[config.mk]
export PLATFORM = sky130hd
export DESIGN_NAME = interconn_uart_tx
export DESIGN_NICKNAME = d
export VERILOG_FILES = /design/src/rtl/uart_pkg.sv /design/src/rtl/interconn_uart_fifo.sv /design/src/rtl/interconn_uart_tx.sv
export SDC_FILE = /design/constraint.sdc
export NUM_CORES = 1
export LEC_CHECK = 0
export BUFFER_PORTS_ARGS = -buffer_cell sky130_fd_sc_hd__buf_2
export CAP_MARGIN = 25
export CORE_UTILIZATION = 25
export DETAILED_ROUTE_END_ITERATION = 8
export SYNTH_ARGS = -nofsm -noshare
export SYNTH_HDL_FRONTEND = slang
export SYNTH_SLANG_ARGS = --single-unit
[constraint.sdc]
create_clock -name clk -period 2.3 [get_ports clk]
set_clock_uncertainty 0.1 [all_clocks]
set_input_delay 0.23 -clock clk [delete_from_list [all_inputs] [get_ports clk]]
set_output_delay 0.23 -clock clk [all_outputs]
set_load 0.01 [all_outputs]
[src/rtl/uart_pkg.sv]
// Shared types and constants for the interconn UART transmitter.
package uart_pkg;

    typedef enum logic [2:0] {
        IDLE   = 3'd0,
        START  = 3'd1,
        DATA   = 3'd2,
        PARITY = 3'd3,
        STOP   = 3'd4
    } uart_state_t;

    localparam int   UART_DATA_W     = 8;
    localparam logic UART_IDLE_LEVEL = 1'b1;

    // Ceiling log2, used to size counters from parameters.
    function automatic int clog2(input int value);
        int r;
        int v;
        r = 0;
        v = value - 1;
        while (v > 0) begin
            r = r + 1;
            v = v >> 1;
        end
        return r;
    endfunction

endpackage

[src/rtl/interconn_uart_fifo.sv]
// Small synchronous FIFO buffering bytes ahead of the UART serialiser.
module interconn_uart_fifo #(
    parameter int WIDTH   = 8,
    parameter int FIFO_AW = 2
) (
    input  logic               clk,
    input  logic               rst_n,
    input  logic               i_push,
    input  logic [WIDTH-1:0]   i_wr_data,
    input  logic               i_pop,
    output logic [WIDTH-1:0]   o_rd_data,
    output logic               o_full,
    output logic               o_empty,
    output logic [FIFO_AW:0]   o_level
);

    localparam int DEPTH = 2 ** FIFO_AW;

    logic [WIDTH-1:0] r_mem [DEPTH];
    logic [FIFO_AW:0] r_wr_ptr;
    logic [FIFO_AW:0] r_rd_ptr;
    logic             w_push;
    logic             w_pop;

    // Extra pointer MSB distinguishes full from empty when the indices match.
    assign o_empty   = (r_wr_ptr == r_rd_ptr);
    assign o_full    = (r_wr_ptr[FIFO_AW] != r_rd_ptr[FIFO_AW]) &&
                       (r_wr_ptr[FIFO_AW-1:0] == r_rd_ptr[FIFO_AW-1:0]);
    assign o_level   = r_wr_ptr - r_rd_ptr;
    assign o_rd_data = r_mem[r_rd_ptr[FIFO_AW-1:0]];
    assign w_push    = i_push && !o_full;
    assign w_pop     = i_pop && !o_empty;

    always_ff @(posedge clk) begin
        if (w_push) begin
            r_mem[r_wr_ptr[FIFO_AW-1:0]] <= i_wr_data;
        end
    end

    always_ff @(posedge clk or negedge rst_n) begin
        if (!rst_n) begin
            r_wr_ptr <= '0;
            r_rd_ptr <= '0;
        end else begin
            if (w_push) begin
                r_wr_ptr <= r_wr_ptr + 1'b1;
            end
            if (w_pop) begin
                r_rd_ptr <= r_rd_ptr + 1'b1;
            end
        end
    end

endmodule

[src/rtl/interconn_uart_tx.sv]
// FPGA-side 8N1 UART transmitter onto the interconn line; define
// UART_TX_PARITY_EN to append an even parity bit after the data bits.
module interconn_uart_tx
    import uart_pkg::*;
#(
    parameter int CLK_HZ  = 50000000,
    parameter int BAUD    = 115200,
    parameter int FIFO_AW = 2
) (
    input  logic                   clk,
    input  logic                   rst_n,
    input  logic [UART_DATA_W-1:0] in_data,
    input  logic                   in_valid,
    output logic                   in_ready,
    output logic                   tx_line,
    output logic                   busy,
    output logic [FIFO_AW:0]       fifo_level
);

    localparam int DIV   = CLK_HZ / BAUD;
    localparam int CNT_W = (clog2(DIV) < 1) ? 1 : clog2(DIV);
    localparam int IDX_W = clog2(UART_DATA_W);
    localparam logic [CNT_W-1:0] CNT_LAST = CNT_W'(DIV - 1);
    localparam logic [IDX_W-1:0] IDX_LAST = IDX_W'(UART_DATA_W - 1);

    uart_state_t            r_state;
    uart_state_t            w_state_next;
    logic [CNT_W-1:0]       r_cnt;
    logic [CNT_W-1:0]       w_cnt_next;
    logic [UART_DATA_W-1:0] r_shift;
    logic [UART_DATA_W-1:0] w_shift_next;
    logic [IDX_W-1:0]       r_idx;
    logic [IDX_W-1:0]       w_idx_next;
    logic                   r_tx;
    logic                   w_tx_next;
    logic                   r_busy;
    logic                   w_push;
    logic                   w_pop;
    logic                   w_full;
    logic                   w_empty;
    logic                   w_bit_tick;
    logic [UART_DATA_W-1:0] w_rd_data;
    logic [FIFO_AW:0]       w_level;

    assign w_push     = in_valid && !w_full;
    assign w_bit_tick = (r_cnt == CNT_LAST);
    assign in_ready   = !w_full;
    assign tx_line    = r_tx;
    assign busy       = r_busy;
    assign fifo_level = w_level;

    interconn_uart_fifo #(
        .WIDTH   (UART_DATA_W),
        .FIFO_AW (FIFO_AW)
    ) u_fifo (
        .clk       (clk),
        .rst_n     (rst_n),
        .i_push    (w_push),
        .i_wr_data (in_data),
        .i_pop     (w_pop),
        .o_rd_data (w_rd_data),
        .o_full    (w_full),
        .o_empty   (w_empty),
        .o_level   (w_level)
    );

`ifdef UART_TX_PARITY_EN
    logic r_parity;

    // Even parity is captured whole at pop time, before the byte is shifted out.
    always_ff @(posedge clk or negedge rst_n) begin
        if (!rst_n) begin
            r_parity <= 1'b0;
        end else if (w_pop) begin
            r_parity <= ^w_rd_data;
        end
    end
`endif

    always_comb begin
        w_state_next = r_state;
        w_cnt_next   = w_bit_tick ? '0 : r_cnt + 1'b1;
        w_shift_next = r_shift;
        w_idx_next   = r_idx;
        w_pop        = 1'b0;
        w_tx_next    = UART_IDLE_LEVEL;
        case (r_state)
            IDLE: begin
                w_cnt_next = '0;
                if (!w_empty) begin
                    w_pop        = 1'b1;
                    w_shift_next = w_rd_data;
                    w_idx_next   = '0;
                    w_state_next = START;
                end
            end
            START: begin
                w_tx_next = 1'b0;
                if (w_bit_tick) begin
                    w_state_next = DATA;
                    w_idx_next   = '0;
                end
            end
            DATA: begin
                w_tx_next = r_shift[0];
                if (w_bit_tick) begin
                    w_shift_next = r_shift >> 1;
                    w_idx_next   = r_idx + 1'b1;
                    if (r_idx == IDX_LAST) begin
`ifdef UART_TX_PARITY_EN
                        w_state_next = PARITY;
`else
                        w_state_next = STOP;
`endif
                    end
                end
            end
`ifdef UART_TX_PARITY_EN
            PARITY: begin
                w_tx_next = r_parity;
                if (w_bit_tick) begin
                    w_state_next = STOP;
                end
            end
`endif
            STOP: begin
                w_tx_next = UART_IDLE_LEVEL;
                if (w_bit_tick) begin
                    w_state_next = IDLE;
                end
            end
            default: begin
                w_state_next = IDLE;
            end
        endcase
        // Every state entry restarts the bit timer.
        if (w_state_next != r_state) begin
            w_cnt_next = '0;
        end
    end

    always_ff @(posedge clk or negedge rst_n) begin
        if (!rst_n) begin
            r_state <= IDLE;
            r_cnt   <= '0;
            r_shift <= '0;
            r_idx   <= '0;
            r_tx    <= UART_IDLE_LEVEL;
            r_busy  <= 1'b0;
        end else begin
            r_state <= w_state_next;
            r_cnt   <= w_cnt_next;
            r_shift <= w_shift_next;
            r_idx   <= w_idx_next;
            r_tx    <= w_tx_next;
            r_busy  <= (r_state != IDLE) || (w_level != '0);
        end
    end

endmodule

**Yosys cells after proc, flatten, opt, wreduce, memory -nomap -nowiden**

Memories as Yosys holds them, arrays and structs flattened.
Index checks and enable logic that the tools add are counted.

- Memories kept: 1
- Output and inout bits: 6
- RAM bits: 32
- Input bits: 11
- Logic and storage cells: 61
- Flip-flop bits (word level): 31

Memories:

| memory | depth | bits a word | rd ports | clocked after memory_dff | wr ports | RTL line | RTL |
|---|---|---|---|---|---|---|---|
| u_fifo.r_mem | 4 | 8 | 1 | 0 | 1 | interconn_uart_fifo.sv:19 | `logic [WIDTH-1:0] r_mem [DEPTH];` |

- Add/subtract/negate cells: 5
- Multiplexer cells: 21
- Equality and inequality tests: 12
- Reductions and logical operators: 14

Operators by type and width:

| kind | number |
|---|---|
| 2-to-1 mux 9 bit | 3 |
| 2-to-1 mux 3 bit | 8 |
| 2-to-1 mux 8 bit | 2 |
| one-hot mux 8 bit (2 select lines) | 1 |
| one-hot mux 3 bit (4 select lines) | 1 |
| adder 3 x 1 -> 3 bit, second input constant | 3 |
| adder 9 x 1 -> 9 bit, second input constant | 1 |
| equality test 9 bit, second input constant | 1 |
| one-hot mux 3 bit (3 select lines) | 1 |
| nonzero test 3 bit | 3 |
| equality test 3 bit, second input constant | 2 |
| inequality test 2 bit, second input constant | 3 |
| logical AND 1 bit | 4 |
| 2-to-1 mux 1 bit | 4 |
| AND reduction 4 bit | 1 |
| equality test 3 x 1 -> 1 bit, second input constant | 1 |
| equality test 3 x 2 -> 1 bit, second input constant | 1 |
| equality test 3 bit | 1 |
| logical NOT 3 bit | 1 |
| inequality test 3 bit | 1 |
| AND reduction 3 bit | 1 |
| subtractor 3 bit | 1 |
| equality test 2 bit | 1 |
| logical NOT 1 bit | 2 |
| other kinds (4) | 4 |

**Depth between registers and ports, before layout**

- Depth in word-level cells: 7
- Mapped depth: 8
- Depth with buffers taken out: 6

**Cells and area by module**

From an unflattened synthesis, not the netlist that was laid out.

- Cell total of the unflattened synthesis: 224
- Area, all modules: 2955.3 µm²

Modules (own cells, without submodules):

| module | area each (µm²) | cells each | instances |
|---|---|---|---|
| interconn_uart_fifo | 1611.5 | 87 | 1 |
| interconn_uart_tx | 1343.8 | 137 | 1 |

**Worst setup path after synthesis**

No wires, ideal clock.

- Path type: flip-flop to flip-flop
- From: register u_fifo.r_rd_ptr[1]
- To: memory u_fifo.r_mem[3][0], enable pin
- Cell stages (with the launch flop): 6
- Library setup time: 0.339 ns
- Slack: 0.088 ns
- Arrival: 1.772 ns
- Buffers on the path: 1
- Path through: dfrtp_1 clkbuf_1 inv_1 ha_1 a31oi_1 and2_1

- Longest elaborated chain between the ends: 7

RTL lines:

| item | RTL line | RTL |
|---|---|---|
| start, declared | interconn_uart_fifo.sv:21 | `logic [FIFO_AW:0] r_rd_ptr;` |
| start signal, assigned | interconn_uart_fifo.sv:49 | `r_rd_ptr <= r_rd_ptr + 1'b1;` |
| equality test 2 bit * | interconn_uart_fifo.sv:28 | `(r_wr_ptr[FIFO_AW-1:0] == r_rd_ptr[FIFO_AW-1:0]);` |
| logical AND 1 bit * | interconn_uart_fifo.sv:27 | `assign o_full = (r_wr_ptr[FIFO_AW] != r_rd_ptr[FIFO_AW]) &&` |
| logical NOT 1 bit * | interconn_uart_fifo.sv:31, interconn_uart_tx.sv:45 |  |
| logical AND 1 bit | interconn_uart_tx.sv:45 | `assign w_push = in_valid && !w_full;` |
| logical AND 1 bit * | interconn_uart_fifo.sv:31 | `assign w_push = i_push && !o_full;` |
| 2-to-1 mux 1 bit * | interconn_uart_fifo.sv:35 | `if (w_push) begin` |
| 2-to-1 mux 1 bit (implied by the code) * | interconn_uart_fifo.sv:36 | `r_mem[r_wr_ptr[FIFO_AW-1:0]] <= i_wr_data;` |
| end, declared | interconn_uart_fifo.sv:19 |  |

Every way passes the cells marked *; elsewhere a longest branch is shown, timed or not.

**Worst setup path after layout**

- From: register u_fifo.r_wr_ptr[0]
- To: output fifo_level[2]

- Longest elaborated chain between the ends: 1

RTL lines:

| item | RTL line | RTL |
|---|---|---|
| start, declared | interconn_uart_fifo.sv:20 | `logic [FIFO_AW:0] r_wr_ptr;` |
| start signal, assigned | interconn_uart_fifo.sv:46 | `r_wr_ptr <= r_wr_ptr + 1'b1;` |
| subtractor 3 bit | interconn_uart_fifo.sv:29 | `assign o_level = r_wr_ptr - r_rd_ptr;` |
| end, declared | interconn_uart_tx.sv:17 | `output logic [FIFO_AW:0] fifo_level` |

No other way between the ends.

==> metrics.cfg <==
[sta]
holdWs_ps = 255
setup_viol = 0
rsz0062_at_grt = no
fmax_mhz = 476
slew_violations = 0
hold_viol_final = 0
min_period_over_period_pct = 91.3
fin_crit_ps = 2100
tightest_slew_ps = 693
setup-tns-final_ps = 0
layout_setup_ws_ps = 201
maxSlewHeadroom_pct = 53.8

[clock_tree]
htreeDepth = 3
post_cts_buffers = 0
cts_sinks = 63
cts-root-buf = clkbuf_8
path_clk_slew_ps = 80
cts_resized = 0
clk_latency_ps = 350
cts_tree = done
numCtsBuffers = 9
cts_max_path_buffers = 2
hold_buffers = 9

[power_and_ir_drop]
powerDensity_mw_per_mm2 = 1200
irDropWorstVdd_uv = 596
p_leak_nw = 1.31

[setup_path]
worst_setup_path_start_kind = flip-flop
cp_max_fo = 4
path_cells = inv_1 -> ha_1 -> fa_1 -> xor2_1 -> buf_2
cp_data_arrival_time_ps = 1770
r2r-start = r_state[0]
cp-startpoint = u_fifo.r_wr_ptr[0]
required_ps = 1970
end_kind = output pin
slowest_delay_ps = 380
cp_top_family = adder cells
crit_buf_inv = 2
critical_path_class = reg2out
slowest_stage = dfrtp_1

[cells_and_area]
diodes = 0
drive_gt1_share_pct = 23.9
final_common_cell = edfxtp_1
fillers = 1085
layout.nets = 252
seq_area_mm2 = 0.00174
area_growth_pct = 22.2
final_cell_mix = 32 x edfxtp_1, 30 x dfrtp_1, 16 x buf_2
multi_input_area_um2 = 935

[synth]
synthFlopType = edfxtp_1
synth.cell_area_mm2 = 0.00275
async_reset_ff_share_pct = 49.2
ys_seq_elements = 63
synth_warnings = 0
synth.avg_cell_area_um2 = 14.6
synth_edf_count = 32
ys_types = 36
syn-instance-count = 188
syn-num-nets = 211
ys_seq_area_share_pct = 63.3

[die]
die_area_mm2 = 0.0114
die_height_um = 107
ios = 17
start_util_pct = 26.2
num_rows = 37
coreArea_mm2 = 0.0105
die_w_um = 107

[min_path]
min_from = in_valid
hp-class = in2reg

[global_routing]
antenna_found_initial = 0
grt_pass1_vias = 1679
grt_pass1_wl_um = 7850
grt_overflow_total = 0
grt_usage_pct = 9.21
grt_max_degree = 32

[route]
routedWlPerCell_um = 12.6
routed_wl_um = 4670
antenna_left = 0
drc = 0
drtIter0Drc = 45
vias = 1576
drtPass1Iterations = 4
via_per_inst = 4.26

[run]
drv_cap = 0

[placed_design]
dp_hpwl_um = 3160
place_ws_ps = 319
place_congestion = 0.705
port_buffers = 16

[status]
status = finished, final reports clean

worst min-delay path: stages:
cell,delay [ps]
buf_2,90
inv_1,40
a31oi_1,40
buf_4,150
xnor2_1,110
logic make-up (layout without fill, tap and decap cells):
family          count (synthesis)  count (layout)  share of synthesized area, %
mux                            10              10                          7.29
buf+inv                        15              61                          2.64
compound gates                 30              30                          7.84
simple gates                   43              43                          8.39
flops                          63              63                          63.3
fa+ha+maj                      12              12                          5.74
xor+xnor                       15              15                          4.79
per-stage QoR:
| stage | util [%] | instance area (um2) | cells | total power, mW |
|---|---|---|---|---|
| final | 32.1 | 3360 | 370 | 4.01 |
| after global routing | 32.1 | 3360 | 370 | 4.29 |
| after CTS | 32.1 | 3360 | 370 | 4.08 |
| after detailed placement | 29.0 | 3040 | 345 | 2.97 |
| after global placement | 29.0 | 3040 | 345 | 2.95 |
| after floorplan | - | 2750 | 188 | 2.53 |
layout make-up:
| class | instances | area share (%) |
|---|---|---|
| flip-flops and latches | 63 | 51.8 |
| multi-input cells | 110 | 27.9 |
| repair buffers | 36 | 7.53 |
| well taps | 136 | 5.07 |
| clock buffers | 9 | 3.69 |
| clock inverters | 7 | 3.06 |
| inverters | 9 | 1.01 |
path summary, 6_finish.rpt:
check,slack (ps),cells past startpoint,to
worst max-delay path,200,5,fifo_level[2]
worst min-delay path,260,5,u_fifo.r_wr_ptr[0]
worst max register to register,310,4,r_shift[0]
worst min register to register,390,1,u_fifo.r_rd_ptr[2]
max in group asynchronous,1280,2,r_shift[1]
min in group asynchronous,370,2,r_idx[0]
layer usage:
layer  vias up  global-route usage, %  wire, um  part of all wire, %
met5         -                      0         0                    0
met4         0                   4.70        99                  2.1
met3        14                   3.28       152                  3.3
met2        18                   15.2      2230                   48
met1       773                   10.5      2190                   47
li1        771                      -         -                    -
synthesized netlist by cell type (all sizes together), types with 2 or more instances:
master   number  area (um2)
edfxtp       32         961
ha           11         138
o2bb2ai       3        26.3
mux4          8         180
nor2         11        41.3
buf           3        27.5
o21a          9        67.6
mux2i         2        20.0
xnor2        10        87.6
xor2          5        43.8
nand4b        3        26.3
o21ai         6        30.0
clkbuf        3        11.3
nor3          3        15.0
or3b          2        17.5
nand3         5        25.0
o22a          7        61.3
a21oi         2        10.0
and2          4        25.0
inv           9        33.8
nand2         9        36.3
dfrtp        30         751
power breakdown:
part | internal, mW | leakage, nW | total, mW | switching [mW]
clock | 0.622 | 0.111 | 1.08 | 0.460
combinational | 0.608 | 0.526 | 1.24 | 0.636
sequential | 1.51 | 0.669 | 1.69 | 0.176
total | 2.74 | 1.31 | 4.01 | 1.27
state kept, by name, summed over array words and instances, names as in the netlist:
register,flops
busy,1
u_fifo.r_mem,32
r_shift,8
r_cnt,9
u_fifo.r_wr_ptr,3
tx_line,1
u_fifo.r_rd_ptr,3
r_state,3
r_idx,3
(Power assumes the default switching activity.)
